===== config.mk =====
export PLATFORM = sky130hd
export DESIGN_NAME = mem_port_arbiter_flat
export DESIGN_NICKNAME = d
export VERILOG_FILES = /design/src/rtl/mem_port_arbiter_if.sv /design/src/rtl/mem_port_arbiter.sv /design/src/flat_wrapper.sv
export SDC_FILE = /design/constraint.sdc
export NUM_CORES = 1
export LEC_CHECK = 0
export ABC_AREA = 1
export BUFFER_PORTS_ARGS = -buffer_cell sky130_fd_sc_hd__buf_4
export CORE_MARGIN = 8
export CORE_UTILIZATION = 25
export DETAILED_ROUTE_END_ITERATION = 10
export PLACE_DENSITY_LB_ADDON = 0.05
export SETUP_SLACK_MARGIN = 0.05
export SYNTH_ARGS = -nofsm -noshare
export SYNTH_HDL_FRONTEND = slang
export SYNTH_SLANG_ARGS = --single-unit

===== constraint.sdc =====
create_clock -name CLK -period 4.3 [get_ports CLK]
set_clock_uncertainty 0.05 [all_clocks]
set_input_delay 0 -clock CLK [delete_from_list [all_inputs] [get_ports CLK]]
set_output_delay 0 -clock CLK [all_outputs]
set_load 0.01 [all_outputs]

===== src/rtl/mem_port_arbiter_if.sv =====
// Request, response and RAM-side signals of the shared memory port arbiter.
// The arbiter connects through the slave modport. The pipeline and RAM connect through the master modport.
interface mem_port_arbiter_if #(
  parameter int ADDR_W = 8
);
  logic              if_req;
  logic [31:0]       if_addr;
  logic [31:0]       if_rdata;
  logic              if_done;

  logic              dm_req;
  logic              dm_rw;
  logic [1:0]        dm_size;
  logic [31:0]       dm_addr;
  logic [31:0]       dm_wdata;
  logic [31:0]       dm_rdata;
  logic              dm_done;
  logic              dm_err;

  logic              stall_if;
  logic              stall_dm;

  logic              mem_en;
  logic              mem_we;
  logic [ADDR_W-1:0] mem_addr;
  logic [7:0]        mem_wdata;
  logic [7:0]        mem_rdata;

  modport slave (
    input  if_req, if_addr, dm_req, dm_rw, dm_size, dm_addr, dm_wdata, mem_rdata,
    output if_rdata, if_done, dm_rdata, dm_done, dm_err, stall_if, stall_dm,
           mem_en, mem_we, mem_addr, mem_wdata
  );

  modport master (
    output if_req, if_addr, dm_req, dm_rw, dm_size, dm_addr, dm_wdata, mem_rdata,
    input  if_rdata, if_done, dm_rdata, dm_done, dm_err, stall_if, stall_dm,
           mem_en, mem_we, mem_addr, mem_wdata
  );
endinterface


===== src/rtl/mem_port_arbiter.sv =====
// Shares one byte-wide single-port RAM between the fetch port and the data port.
// Each access runs as 1, 2 or 4 big-endian byte beats and ends with a one-cycle done pulse.
module mem_port_arbiter #(
  parameter int ADDR_W     = 8,
  parameter int STARVE_MAX = 4
) (
  input logic               CLK,
  input logic               CLR,
  mem_port_arbiter_if.slave bus
);

  localparam int SW = $clog2(STARVE_MAX + 1);

  typedef enum logic [1:0] {IDLE, DATA, FETCH, RESP} state_t;

  state_t        state;
  logic [1:0]    beat;
  logic [1:0]    last_beat;
  logic          rw_q;
  logic [31:0]   wsh;
  logic [31:0]   asm_q;
  logic [SW-1:0] starve;

  logic [1:0]    dm_last;
  logic [31:0]   dm_wfirst;
  logic          dm_mis;
  logic          grant_dm;
  logic [31:0]   rd_next;
  logic          unused_addr_bits;

  assign unused_addr_bits = ^{bus.if_addr[31:ADDR_W], bus.if_addr[1:0], bus.dm_addr[31:ADDR_W]};

  // NOTE: every always_comb output gets a default first, so no path can infer a latch.
  always_comb begin
    dm_last   = 2'd3;
    dm_wfirst = bus.dm_wdata;
    case (bus.dm_size)
      2'b00: begin
        dm_last   = 2'd0;
        dm_wfirst = {bus.dm_wdata[7:0], 24'h0};
      end
      2'b01: begin
        dm_last   = 2'd1;
        dm_wfirst = {bus.dm_wdata[15:0], 16'h0};
      end
      default: ;
    endcase
  end

  assign dm_mis   = (bus.dm_size == 2'b01 && bus.dm_addr[0]) ||
                    (bus.dm_size[1] && bus.dm_addr[1:0] != 2'b00);
  assign grant_dm = bus.dm_req && (!bus.if_req || (int'(starve) < STARVE_MAX));
  assign rd_next  = {asm_q[23:0], bus.mem_rdata};

  // Stalls are gated by reset so that every output reads 0 while CLR is low.
  assign bus.stall_if = CLR & bus.if_req & ~bus.if_done;
  assign bus.stall_dm = CLR & bus.dm_req & ~bus.dm_done;

  // NOTE: sequential state uses non-blocking assignments only, so each register samples pre-edge values.
  always_ff @(posedge CLK or negedge CLR) begin
    if (!CLR) begin
      state         <= IDLE;
      beat          <= '0;
      last_beat     <= '0;
      rw_q          <= 1'b0;
      wsh           <= '0;
      asm_q         <= '0;
      starve        <= '0;
      bus.if_rdata  <= '0;
      bus.if_done   <= 1'b0;
      bus.dm_rdata  <= '0;
      bus.dm_done   <= 1'b0;
      bus.dm_err    <= 1'b0;
      bus.mem_en    <= 1'b0;
      bus.mem_we    <= 1'b0;
      bus.mem_addr  <= '0;
      bus.mem_wdata <= '0;
    end else begin
      bus.if_done <= 1'b0;
      bus.dm_done <= 1'b0;
      bus.dm_err  <= 1'b0;
      case (state)
        IDLE: begin
          beat  <= '0;
          asm_q <= '0;
          if (grant_dm) begin
            if (bus.if_req) starve <= starve + 1'b1;
            rw_q      <= bus.dm_rw;
            last_beat <= dm_last;
            if (dm_mis) begin
              // A misaligned request never touches the RAM.
              state        <= RESP;
              bus.dm_done  <= 1'b1;
              bus.dm_err   <= 1'b1;
              bus.dm_rdata <= '0;
            end else begin
              state         <= DATA;
              bus.mem_en    <= 1'b1;
              bus.mem_we    <= bus.dm_rw;
              bus.mem_addr  <= bus.dm_addr[ADDR_W-1:0];
              bus.mem_wdata <= bus.dm_rw ? dm_wfirst[31:24] : 8'h00;
              wsh           <= {dm_wfirst[23:0], 8'h00};
            end
          end else if (bus.if_req) begin
            state         <= FETCH;
            starve        <= '0;
            rw_q          <= 1'b0;
            last_beat     <= 2'd3;
            bus.mem_en    <= 1'b1;
            bus.mem_we    <= 1'b0;
            bus.mem_addr  <= {bus.if_addr[ADDR_W-1:2], 2'b00};
            bus.mem_wdata <= 8'h00;
          end
        end

        DATA, FETCH: begin
          asm_q <= rd_next;
          beat  <= beat + 1'b1;
          if (beat == last_beat) begin
            state         <= RESP;
            bus.mem_en    <= 1'b0;
            bus.mem_we    <= 1'b0;
            bus.mem_addr  <= '0;
            bus.mem_wdata <= 8'h00;
            if (state == FETCH) begin
              bus.if_done  <= 1'b1;
              bus.if_rdata <= rd_next;
            end else begin
              bus.dm_done <= 1'b1;
              if (!rw_q) bus.dm_rdata <= rd_next;
            end
          end else begin
            bus.mem_addr  <= bus.mem_addr + 1'b1;
            bus.mem_wdata <= rw_q ? wsh[31:24] : 8'h00;
            wsh           <= {wsh[23:0], 8'h00};
          end
        end

        RESP:    state <= IDLE;
        default: state <= IDLE;
      endcase
    end
  end

endmodule

===== src/flat_wrapper.sv =====
// flat-port wrapper written by rule: the top's interface ports become plain ports
module mem_port_arbiter_flat 
#(
  parameter int ADDR_W     = 8,
  parameter int STARVE_MAX = 4
)
  (CLK, CLR, bus_if_req, bus_if_addr, bus_dm_req, bus_dm_rw, bus_dm_size, bus_dm_addr, bus_dm_wdata, bus_mem_rdata, bus_if_rdata, bus_if_done, bus_dm_rdata, bus_dm_done, bus_dm_err, bus_stall_if, bus_stall_dm, bus_mem_en, bus_mem_we, bus_mem_addr, bus_mem_wdata);
  mem_port_arbiter_if #(.ADDR_W(ADDR_W)) bus_i ();
  input logic CLK;
  input logic CLR;
  input wire logic [$bits(bus_i.if_req)-1:0] bus_if_req;
  input wire logic [$bits(bus_i.if_addr)-1:0] bus_if_addr;
  input wire logic [$bits(bus_i.dm_req)-1:0] bus_dm_req;
  input wire logic [$bits(bus_i.dm_rw)-1:0] bus_dm_rw;
  input wire logic [$bits(bus_i.dm_size)-1:0] bus_dm_size;
  input wire logic [$bits(bus_i.dm_addr)-1:0] bus_dm_addr;
  input wire logic [$bits(bus_i.dm_wdata)-1:0] bus_dm_wdata;
  input wire logic [$bits(bus_i.mem_rdata)-1:0] bus_mem_rdata;
  output wire logic [$bits(bus_i.if_rdata)-1:0] bus_if_rdata;
  output wire logic [$bits(bus_i.if_done)-1:0] bus_if_done;
  output wire logic [$bits(bus_i.dm_rdata)-1:0] bus_dm_rdata;
  output wire logic [$bits(bus_i.dm_done)-1:0] bus_dm_done;
  output wire logic [$bits(bus_i.dm_err)-1:0] bus_dm_err;
  output wire logic [$bits(bus_i.stall_if)-1:0] bus_stall_if;
  output wire logic [$bits(bus_i.stall_dm)-1:0] bus_stall_dm;
  output wire logic [$bits(bus_i.mem_en)-1:0] bus_mem_en;
  output wire logic [$bits(bus_i.mem_we)-1:0] bus_mem_we;
  output wire logic [$bits(bus_i.mem_addr)-1:0] bus_mem_addr;
  output wire logic [$bits(bus_i.mem_wdata)-1:0] bus_mem_wdata;
  assign bus_i.if_req = bus_if_req;
  assign bus_i.if_addr = bus_if_addr;
  assign bus_i.dm_req = bus_dm_req;
  assign bus_i.dm_rw = bus_dm_rw;
  assign bus_i.dm_size = bus_dm_size;
  assign bus_i.dm_addr = bus_dm_addr;
  assign bus_i.dm_wdata = bus_dm_wdata;
  assign bus_i.mem_rdata = bus_mem_rdata;
  assign bus_if_rdata = bus_i.if_rdata;
  assign bus_if_done = bus_i.if_done;
  assign bus_dm_rdata = bus_i.dm_rdata;
  assign bus_dm_done = bus_i.dm_done;
  assign bus_dm_err = bus_i.dm_err;
  assign bus_stall_if = bus_i.stall_if;
  assign bus_stall_dm = bus_i.stall_dm;
  assign bus_mem_en = bus_i.mem_en;
  assign bus_mem_we = bus_i.mem_we;
  assign bus_mem_addr = bus_i.mem_addr;
  assign bus_mem_wdata = bus_i.mem_wdata;
  mem_port_arbiter #(.ADDR_W(ADDR_W), .STARVE_MAX(STARVE_MAX)) u_core (.CLK(CLK), .CLR(CLR), .bus(bus_i));
endmodule

Word-level counts from Yosys, hierarchy flattened. Cells that the tools add are included.

$add $sub $neg: 3. $mul: 0. Div/mod/pow operators: 0. Magnitude comparators: 1. Equality and inequality tests: 14. Shift operators: 0. Muxes and demuxes: 55. Bitwise gates (word level): 6. Reduce and logical (&&, ||, !) cells: 20.

Operators by type and width (count): 2-to-1 mux 32 bit (8); one-hot mux 32 bit (2 select lines) (3); 2-to-1 mux 8 bit (10); one-hot mux 24 bit (2 select lines) (1); one-hot mux 8 bit (2 select lines) (2); 2-to-1 mux 1 bit (16); 2-to-1 mux 2 bit (6); 2-to-1 mux 3 bit (3); adder 8 x 1 -> 8 bit, second input constant (1); inequality test 2 bit, second input constant (4); one-hot mux 2 bit (2 select lines) (2); AND reduction 4 bit (2); inequality test 2 x 1 -> 1 bit, second input constant (3); one-hot mux 1 bit (2 select lines) (3); one-hot mux 2 bit (3 select lines) (1); AND reduction 2 bit (3); AND reduction 3 bit (2); AND reduction 6 bit (1); nonzero test 2 bit (3); bitwise AND 1 bit (4); equality test 2 x 1 -> 1 bit, second input constant (2); equality test 2 bit, second input constant (2); zero test 2 bit (2); adder 3 x 1 -> 3 bit, second input constant (1); 10 further kinds (14).

Register bits: 151. Bits in latches: 0. Memory bits (writable): 0. ROM bits: 0. Bits of input ports: 111. Output and inout bits: 87. Word-level logic and storage cells: 115. Memories: 0.

Longest topological paths before layout. Gate-level depths: netlist (run 1).

Depth in word-level cells: 6. Gate-level depth with buffers: 11. Depth with buffers taken out: 9.

Worst setup path after synthesis (run 1). OpenSTA, ideal clock, no wires.

Path kind: register -> register. Start: register u_core.state[0]. End: register u_core.bus.dm_rdata[10]. Setup time: 0.117 ns. Arrival time: 1.730 ns. Required time: 4.133 ns. Slack: 2.403 ns. Cell stages (with the launch flop): 12. Buffers on the path: 2. Period minus slack after synthesis: 1.897 ns. Cells stage by stage: dfrtp_1 inv_1 ha_1 buf_6 nand2_2 inv_2 or2_4 a21oi_4 nand2_4 buf_6 nand2_1 nand2_1.

Word-level cells in the longest chain between the ends: 4. Elaborated cells on any way between the ends: 12. Those cells by class: 7 x eq/ne; 1 x mux; 4 x reduce/logical.

RTL lines: start: declaration (line mem_port_arbiter.sv:16) `state_t state;`; start signal: assignment (line mem_port_arbiter.sv:62) `state <= IDLE;`; start signal: assignment (line mem_port_arbiter.sv:92) `state <= RESP;`; start signal: assignment (line mem_port_arbiter.sv:97) `state <= DATA;`; equality test 2 x 1 -> 1 bit / equality test 2 bit (equally long branches) (line mem_port_arbiter.sv:82, mem_port_arbiter.sv:125); OR reduction 2 bit (line mem_port_arbiter.sv:82) `case (state)`; inequality test 2 bit (no source line) (tied with other cells); AND reduction 6 bit (no source line); end signal: assignment (line mem_port_arbiter.sv:130) `if (!rw_q) bus.dm_rdata <= rd_next;`; end: declaration (line mem_port_arbiter_if.sv:31) `output if_rdata, if_done, dm_rdata, dm_done, dm_err, stall_if, stall_dm,`.

Parallel ways exist; a longest one is shown, timed or not. A chain may end at the register's enable or synchronous reset.

Worst setup path after layout (run 1).
Start: register u_core.state[1]. End: register u_core.bus.dm_rdata[19].

The elaborated chain is that of the path after synthesis.

==> metrics.log, run 1 <==
INFO  metric outcome = completed
INFO  metric layout_min_cycle_time = 3.052 ns
INFO  metric timing.max_cap.violations = 0
INFO  metric power = 6.866 mW
INFO  metric p_sw = 3.018 mW
INFO  metric viasPerCell = 4.315
INFO  metric crit_path_cell_trace = inv_1, ha_2, inv_1, o21ai_4, nand2_4, nand2_1, nand2_1
INFO  metric finalWirelength = 22060 um
INFO  metric wl_per_cell = 15.99 um
INFO  metric vias_in_the_first_global_route = 6354
INFO  metric htree_levels = 4
INFO  metric boundaryPins = 198
INFO  metric antenna_found_initial = 0
INFO  metric buffer_ports.inserted = 147
INFO  metric cts_resized = 0
INFO  metric num_vias = 5955
INFO  metric fin_tns_setup = 0 ns
INFO  metric fraction_of_met1_tracks_used_by_global_routing = 18.32%
INFO  metric cellInternalPower = 3.848 mW
INFO  metric synth_area = 6797 um^2
INFO  metric critPathMaxFanout = 33
INFO  metric syn-instance-count = 839
INFO  metric synth.most_common_cell = sky130_fd_sc_hd__nand2_1
INFO  metric start_util = 25.36%
INFO  metric ys_ff_latch = 143
INFO  metric post_synth_edffs = 0
INFO  metric overflow = 0
INFO  metric sw_frac_of_total = 43.95%
INFO  metric synth_async_sr_flop_share = 100.0%
INFO  metric worst_path_max_delay_cell = sky130_fd_sc_hd__o21ai_4
INFO  metric library_cell_with_the_largest_summed_area_after_synthesis = sky130_fd_sc_hd__dfrtp_1
INFO  metric setup_repair_after_global_routing_missed_its_margin = no
INFO  metric synth-main-ff-cell = sky130_fd_sc_hd__dfrtp_1
INFO  metric clk-insertion-delay-late = 0.42 ns
INFO  metric cts.sink_count = 143
INFO  metric std_cell_rows = 60
INFO  metric ys_top_cells_by_area = sky130_fd_sc_hd__dfrtp_1, sky130_fd_sc_hd__nand2_1, sky130_fd_sc_hd__o21ai_0
INFO  metric die_h = 180.9 um
INFO  metric power_frac_comb = 45.4%
INFO  metric synth_largest_type_area_fraction = 52.65%
INFO  metric post_cts.repair.setup_buffers = 0
INFO  metric power_density = 734.8 nW/um^2
INFO  metric critical-path-max-stage-delay = 0.83 ns
INFO  metric ctsHoldBuffers = 56
INFO  metric p_clk_share = 23.5%
INFO  metric grtUsageTotal = 13.78%
INFO  metric tritoncts = done
INFO  metric final-seq-area = 3578 um^2
INFO  metric path_class = flip-flop to flip-flop
INFO  metric clock-root-buffer = sky130_fd_sc_hd__clkbuf_16
INFO  metric grt_first_pass_wirelength = 36000 um
INFO  metric postSynthNetCount = 956
INFO  metric worstSetupStartpointType = flip-flop
INFO  metric setup_viol = 0
INFO  metric areaGrowthSynthToFinish = 37.48%
INFO  metric synth_common_cells = sky130_fd_sc_hd__nand2_1, sky130_fd_sc_hd__dfrtp_1, sky130_fd_sc_hd__o21ai_0
INFO  metric routabilityCongestion = 0.7186
INFO  metric drt_pre_antenna_iters = 5
INFO  metric dp_hpwl = 15320 um
INFO  metric core_area = 26800 um^2
INFO  metric synth_sequential_area_ratio = 52.65%
INFO  metric synthDistinctLibCells = 34
INFO  metric data_required_time_at_the_worst_endpoint = 4.56 ns
INFO  metric layout_worst_path_cycle_share = 70.98%
INFO  metric hp-class = input pin to flip-flop
INFO  metric arrival = 3.31 ns
INFO  metric placement.cell_area = 8150 um^2
INFO  metric grt_max_degree = 65
INFO  metric die-width = 180.9 um
INFO  metric cts_max_path_buffers = 2
INFO  metric worst-slew-pin-transition = 1.192 ns
INFO  metric grt_use_met3 = 3.671%
INFO  metric maxClockFrequency = 327.7 MHz
INFO  metric timing.hold.ws = 0.01428 ns
INFO  metric synth.avg_cell_area = 8.101 um^2
INFO  metric worst_slew_margin = 20.21%
INFO  metric yosys_warnings = 0
INFO  metric seqPwrFrac = 31.1%
INFO  metric grt-busiest-layer = met2
INFO  metric antenna_cells = 0
INFO  metric nFillCells = 2874
INFO  metric multiInputGateArea = 2648 um^2
INFO  metric cts.clk_slew.worst_paths = 0.06 ns
INFO  metric slew_violations = 0
INFO  metric finalInstanceArea = 9344 um^2
INFO  metric die-area = 32720 um^2
INFO  metric use_met2 = 22.10%
INFO  metric drt.antenna.violating_nets = 0
INFO  metric drive_gt1_share = 20.02%
INFO  metric hold_violations = 0
INFO  metric total_leakage_power = 4.629 nW
INFO  metric cts_inserted_buffers = 17
INFO  metric end_kind = flip-flop
INFO  metric nets = 1143
INFO  metric detail_route.iter0.violations = 358
INFO  metric ir_drop = 0.0003871 V
INFO  metric remaining_drc_errors = 0
power groups by stage:
stage / registers [mW] / clock network (mW) / logic (mW)
2_1_floorplan: 2.21 / 0 / 2.01
3_3_place_gp: 2.17 / 0 / 3.13
3_5_place_dp: 2.16 / 0 / 3.14
4_1_cts: 2.14 / 1.67 / 3.22
5_1_grt: 2.21 / 1.72 / 3.57
6_report: 2.13 / 1.61 / 3.12
cell usage in the layout (no fill, tap or decap), types with 22 or more instances in the layout:
master / n
sky130_fd_sc_hd__buf_4: 154
sky130_fd_sc_hd__dfrtp_1: 143
sky130_fd_sc_hd__dlygate4sd3_1: 56
sky130_fd_sc_hd__inv_1: 83
sky130_fd_sc_hd__nand2_1: 313
sky130_fd_sc_hd__nand3_1: 30
sky130_fd_sc_hd__nand3b_1: 32
sky130_fd_sc_hd__nor2_1: 22
sky130_fd_sc_hd__o21ai_0: 90
sky130_fd_sc_hd__o21ai_1: 24
cell type report:
type                            count  share of cell area (%)
Sequential cell                   143                   38.30
Multi-Input combinational cell    565                   28.33
Timing Repair Buffer              211                   18.49
Clock buffer                       18                   4.700
Tap cell                          341                   4.566
Inverter                           88                   3.535
Clock inverter                     14                   2.076
worst paths after layout:
kind	from	to	slack [ns]	cells after the start
worst max-delay path	u_core.state[1]$_DFFE_PN0P_	u_core.bus.dm_rdata[19]$_DFFE_PN0P_	1.25	7
worst min-delay path	bus_dm_wdata[30]	u_core.bus.mem_wdata[6]$_DFFE_PN0P_	0.01	7
worst max register to register	u_core.state[1]$_DFFE_PN0P_	u_core.bus.dm_rdata[19]$_DFFE_PN0P_	1.25	7
worst min register to register	u_core.bus.dm_rdata[21]$_DFFE_PN0P_	u_core.bus.dm_rdata[21]$_DFFE_PN0P_	0.42	2
max in group asynchronous	CLR	u_core.starve[2]$_DFFE_PN0P_	3.09	3
min in group asynchronous	CLR	u_core.asm_q[20]$_DFFE_PN0P_	0.07	2
metal layers:
metal  wire (um)  vias up
li1            -     3038
met1       10820     2799
met2       10160      113
met3         962        5
met4         115        0
met5           0        -
critical path, delay by kind of cell, from the launching register on:
kind	cells	cell delay, ns
and+or+nand+nor	3	0.72
adders and majority gates	1	0.66
AOI/OAI and AO/OA	1	0.83
buffers and inverters	2	0.26
DFF	1	0.42
through the flow:
stage	utilization (%)	cells	worst slack (ns)
final	34.86	1380	1.248
after global routing	34.86	1380	0.9265
after CTS	34.86	1380	1.171
after detailed placement	30.41	1292	1.179
after global placement	30.41	1292	1.224
after floorplan	-	839	2.403
registers in the layout, summed over array words and instances, names as in the netlist, 3 cells and up:
name and flops:
u_core.bus.dm_rdata 32, u_core.bus.if_rdata 32, u_core.asm_q 24, u_core.wsh 24, u_core.bus.mem_addr 8, u_core.bus.mem_wdata 8
u_core.starve 3
cell families (layout without fill, tap and decap cells):
kind of cell | count (synthesis) | after routing | share of synthesized area (%)
fa+ha+maj | 6 | 6 | 1.105
buf+inv | 131 | 331 | 8.652
compound gates | 142 | 142 | 11.17
simple gates | 414 | 414 | 26.03
flops | 143 | 143 | 52.65
xor+xnor | 3 | 3 | 0.3867
Note: power is estimated with default switching activity, not from simulation.
==> run 2, diff against run 1 <==
==> constraint.sdc (replaced) <==
create_clock -name CLK -period 2.9 [get_ports CLK]
set_clock_uncertainty 0.05 [all_clocks]
set_input_delay 0 -clock CLK [delete_from_list [all_inputs] [get_ports CLK]]
set_output_delay 0 -clock CLK [all_outputs]
set_load 0.01 [all_outputs]
==> run 2 against run 1 <==
  * The flow now finishes with violations (hold timing)
  * Critical path type unchanged
  * First-iteration DRC count rose by 2.2%
  * Design area rose by 0.29%
  * Maximum frequency rose by 23%
  * Largest power group unchanged
  * Worst setup slack got worse by 0.82 ns
  * Final cell count rose by 0.58%
  * Wire length rose by 0.47%
  * Power rose by 48%
  * Sequential power rose by 49%
  * Largest cell class unchanged
  * Hold slack got worse by 0.019 ns
  * Critical path depth rose by 4
==> metrics.log, run 2 (synthesized netlist as in run 1, its figures left out) <==
INFO  metric worst_path_max_delay_cell = sky130_fd_sc_hd__dlygate4sd3_1
INFO  metric sw_frac_of_total = 44.48%
INFO  metric drive_gt1_share = 20.53%
INFO  metric layout_setup_ws = 0.4286 ns
INFO  metric layout_worst_path_cycle_share = 85.22%
INFO  metric nets = 1151
INFO  metric layout_commonest_cell = sky130_fd_sc_hd__nand2_1
INFO  metric critical-path-max-stage-delay = 0.54 ns
INFO  metric tritoncts = done
INFO  metric die-width = 180.9 um
INFO  metric pre_cts_ws = 0.4631 ns
INFO  metric setup_repair_after_global_routing_missed_its_margin = no
INFO  metric cts.sink_count = 143
INFO  metric outcome = finished, violations left
INFO  metric timing.hold.ws = -0.004643 ns
INFO  metric std_cell_rows = 60
INFO  metric worst-slew-pin-transition = 0.6727 ns
INFO  metric p_sw = 4.523 mW
INFO  metric detail_route.iter0.violations = 366
INFO  metric antenna_found_initial = 0
INFO  metric fin_tns_setup = 0 ns
INFO  metric violated_checks = hold timing
INFO  metric grt_max_degree = 57
INFO  metric cts_inserted_buffers = 17
INFO  metric multiInputGateArea = 2648 um^2
INFO  metric clock-root-buffer = sky130_fd_sc_hd__clkbuf_16
INFO  metric num_vias = 5938
INFO  metric seqPwrFrac = 31.1%
INFO  metric dp_hpwl = 15550 um
INFO  metric critPathMaxFanout = 16
INFO  metric power_frac_comb = 47.0%
INFO  metric antenna_cells = 0
INFO  metric worstSetupStartpointType = flip-flop
INFO  metric setup_viol = 0
INFO  metric htree_levels = 4
INFO  metric total_leakage_power = 4.640 nW
INFO  metric dp.cells = 1299
INFO  metric crit_path_cell_trace = inv_1, ha_2, inv_1, buf_4, nand2_1, inv_2, nand2_1, nand3_1, dlygate4sd3_1, nand2_1, o21ai_1
INFO  metric post_cts.repair.setup_buffers = 0
INFO  metric start_util = 25.36%
INFO  metric cpMostUsedCell = sky130_fd_sc_hd__nand2_1
INFO  metric slew_violations = 0
INFO  metric clk-insertion-delay-late = 0.42 ns
INFO  metric layout_top_registers = u_core.bus.dm_rdata x32, u_core.bus.if_rdata x32
INFO  metric power_density = 1085 nW/um^2
INFO  metric die_h = 180.9 um
INFO  metric final-seq-area = 3578 um^2
INFO  metric data_required_time_at_the_worst_endpoint = 3.21 ns
INFO  metric grt_first_pass_wirelength = 36050 um
INFO  metric worst_slew_margin = 54.98%
INFO  metric timing.max_cap.violations = 0
INFO  metric areaGrowthSynthToFinish = 37.89%
INFO  metric cts_max_path_buffers = 2
INFO  metric path_class = flip-flop to flip-flop
INFO  metric die-area = 32720 um^2
INFO  metric remaining_drc_errors = 0
INFO  metric wl_per_cell = 15.97 um
INFO  metric drt_pre_antenna_iters = 6
INFO  metric arrival = 2.78 ns
INFO  metric overflow = 0
INFO  metric maxClockFrequency = 404.6 MHz
INFO  metric viasPerCell = 4.278
INFO  metric nFillCells = 2870
INFO  metric buffer_ports.inserted = 147
INFO  metric finalWirelength = 22170 um
INFO  metric routabilityCongestion = 0.7354
INFO  metric cellInternalPower = 5.647 mW
INFO  metric grtUsageTotal = 13.97%
INFO  metric cts.clk_slew.worst_paths = 0.07 ns
INFO  metric ir_drop = 0.0004737 V
INFO  metric core_area = 26800 um^2
INFO  metric p_clk_share = 21.8%
INFO  metric stdcell_count = 1388
INFO  metric end_kind = flip-flop
INFO  metric drt.antenna.violating_nets = 0
INFO  metric boundaryPins = 198
INFO  metric layout_min_cycle_time = 2.471 ns
INFO  metric mostFrequentLayoutCells = sky130_fd_sc_hd__nand2_1, sky130_fd_sc_hd__buf_4, sky130_fd_sc_hd__dfrtp_1
INFO  metric hold_violations = 1
INFO  metric hp-class = input pin to flip-flop
INFO  metric vias_in_the_first_global_route = 6271
-- run 2: timing repair --
| item | CTS | global route |
|---|---|---|
| gates resized for setup | 0 | 0 |
| hold buffers | 57 | 0 |
| endpoints found under the setup margin | 0 | 0 |
| endpoints found under the hold margin | 116 | 0 |
-- run 2: path summary, 6_finish.rpt --
path | startpoint | to | slack (ns) | cells after the start
setup / recovery | u_core.state[0]$_DFFE_PN0P_ | u_core.wsh[31]$_DFFE_PN0P_ | 0.43 | 11
hold / removal | bus_dm_wdata[30] | u_core.bus.mem_wdata[6]$_DFFE_PN0P_ | -0.005 | 7
setup reg to reg | u_core.state[0]$_DFFE_PN0P_ | u_core.wsh[31]$_DFFE_PN0P_ | 0.43 | 11
hold reg to reg | u_core.bus.dm_rdata[25]$_DFFE_PN0P_ | u_core.bus.dm_rdata[25]$_DFFE_PN0P_ | 0.42 | 2
max in group asynchronous | CLR | u_core.asm_q[21]$_DFFE_PN0P_ | 1.66 | 3
min in group asynchronous | CLR | u_core.bus.dm_rdata[23]$_DFFE_PN0P_ | 0.07 | 2
-- run 2: worst max-delay path, delay by kind of cell (launching register included) --
kind	cells	cell delay, ns
flip-flops	1	0.38
AND/OR/NAND/NOR	4	0.31
AO/OA/AOI/OAI	1	0.07
buffers and inverters	5	1.29
adder cells (fa/ha/maj)	1	0.30
-- run 2: area by class of cell --
| type | instances | area share, % |
|---|---|---|
| clock buffers | 18 | 4.686 |
| clock inverters | 14 | 1.562 |
| inverters | 88 | 3.525 |
| multi-input cells | 565 | 28.25 |
| flip-flops and latches | 143 | 38.18 |
| well taps | 341 | 4.553 |
| repair buffers | 219 | 19.24 |
-- run 2: power by group through the flow --
| stage | logic, mW | registers [mW] | clock network [mW] |
|---|---|---|---|
| after detailed placement | 4.82 | 3.20 | 0 |
| final | 4.78 | 3.17 | 2.22 |
| after floorplan | 2.99 | 3.28 | 0 |
| after global routing | 5.44 | 3.27 | 2.39 |
| after global placement | 4.80 | 3.21 | 0 |
| after CTS | 4.94 | 3.17 | 2.30 |
-- run 2: metal layers --
metal  up-vias  share of wire [%]  wire, um  GRT usage [%]
li1       3051                  -         -              -
met5         -                  0         0              0
met3        12                4.7      1035          3.992
met1      2758                 48     10630          18.30
met4         0               0.69       152          3.175
met2       117                 47     10350          22.48
-- run 2: metrics by stage --
stage               utilization, %  area [um^2]  hold slack (ns)  power [mW]
floorplan                        -         6797          -0.3456       6.264
global placement             30.65         8215         -0.02865       8.008
detailed placement           30.65         8215         -0.03061       8.024
CTS                          34.97         9371         0.001936       10.41
global route                 34.97         9371          0.01578       11.10
finish                       34.97         9371        -0.004643       10.17
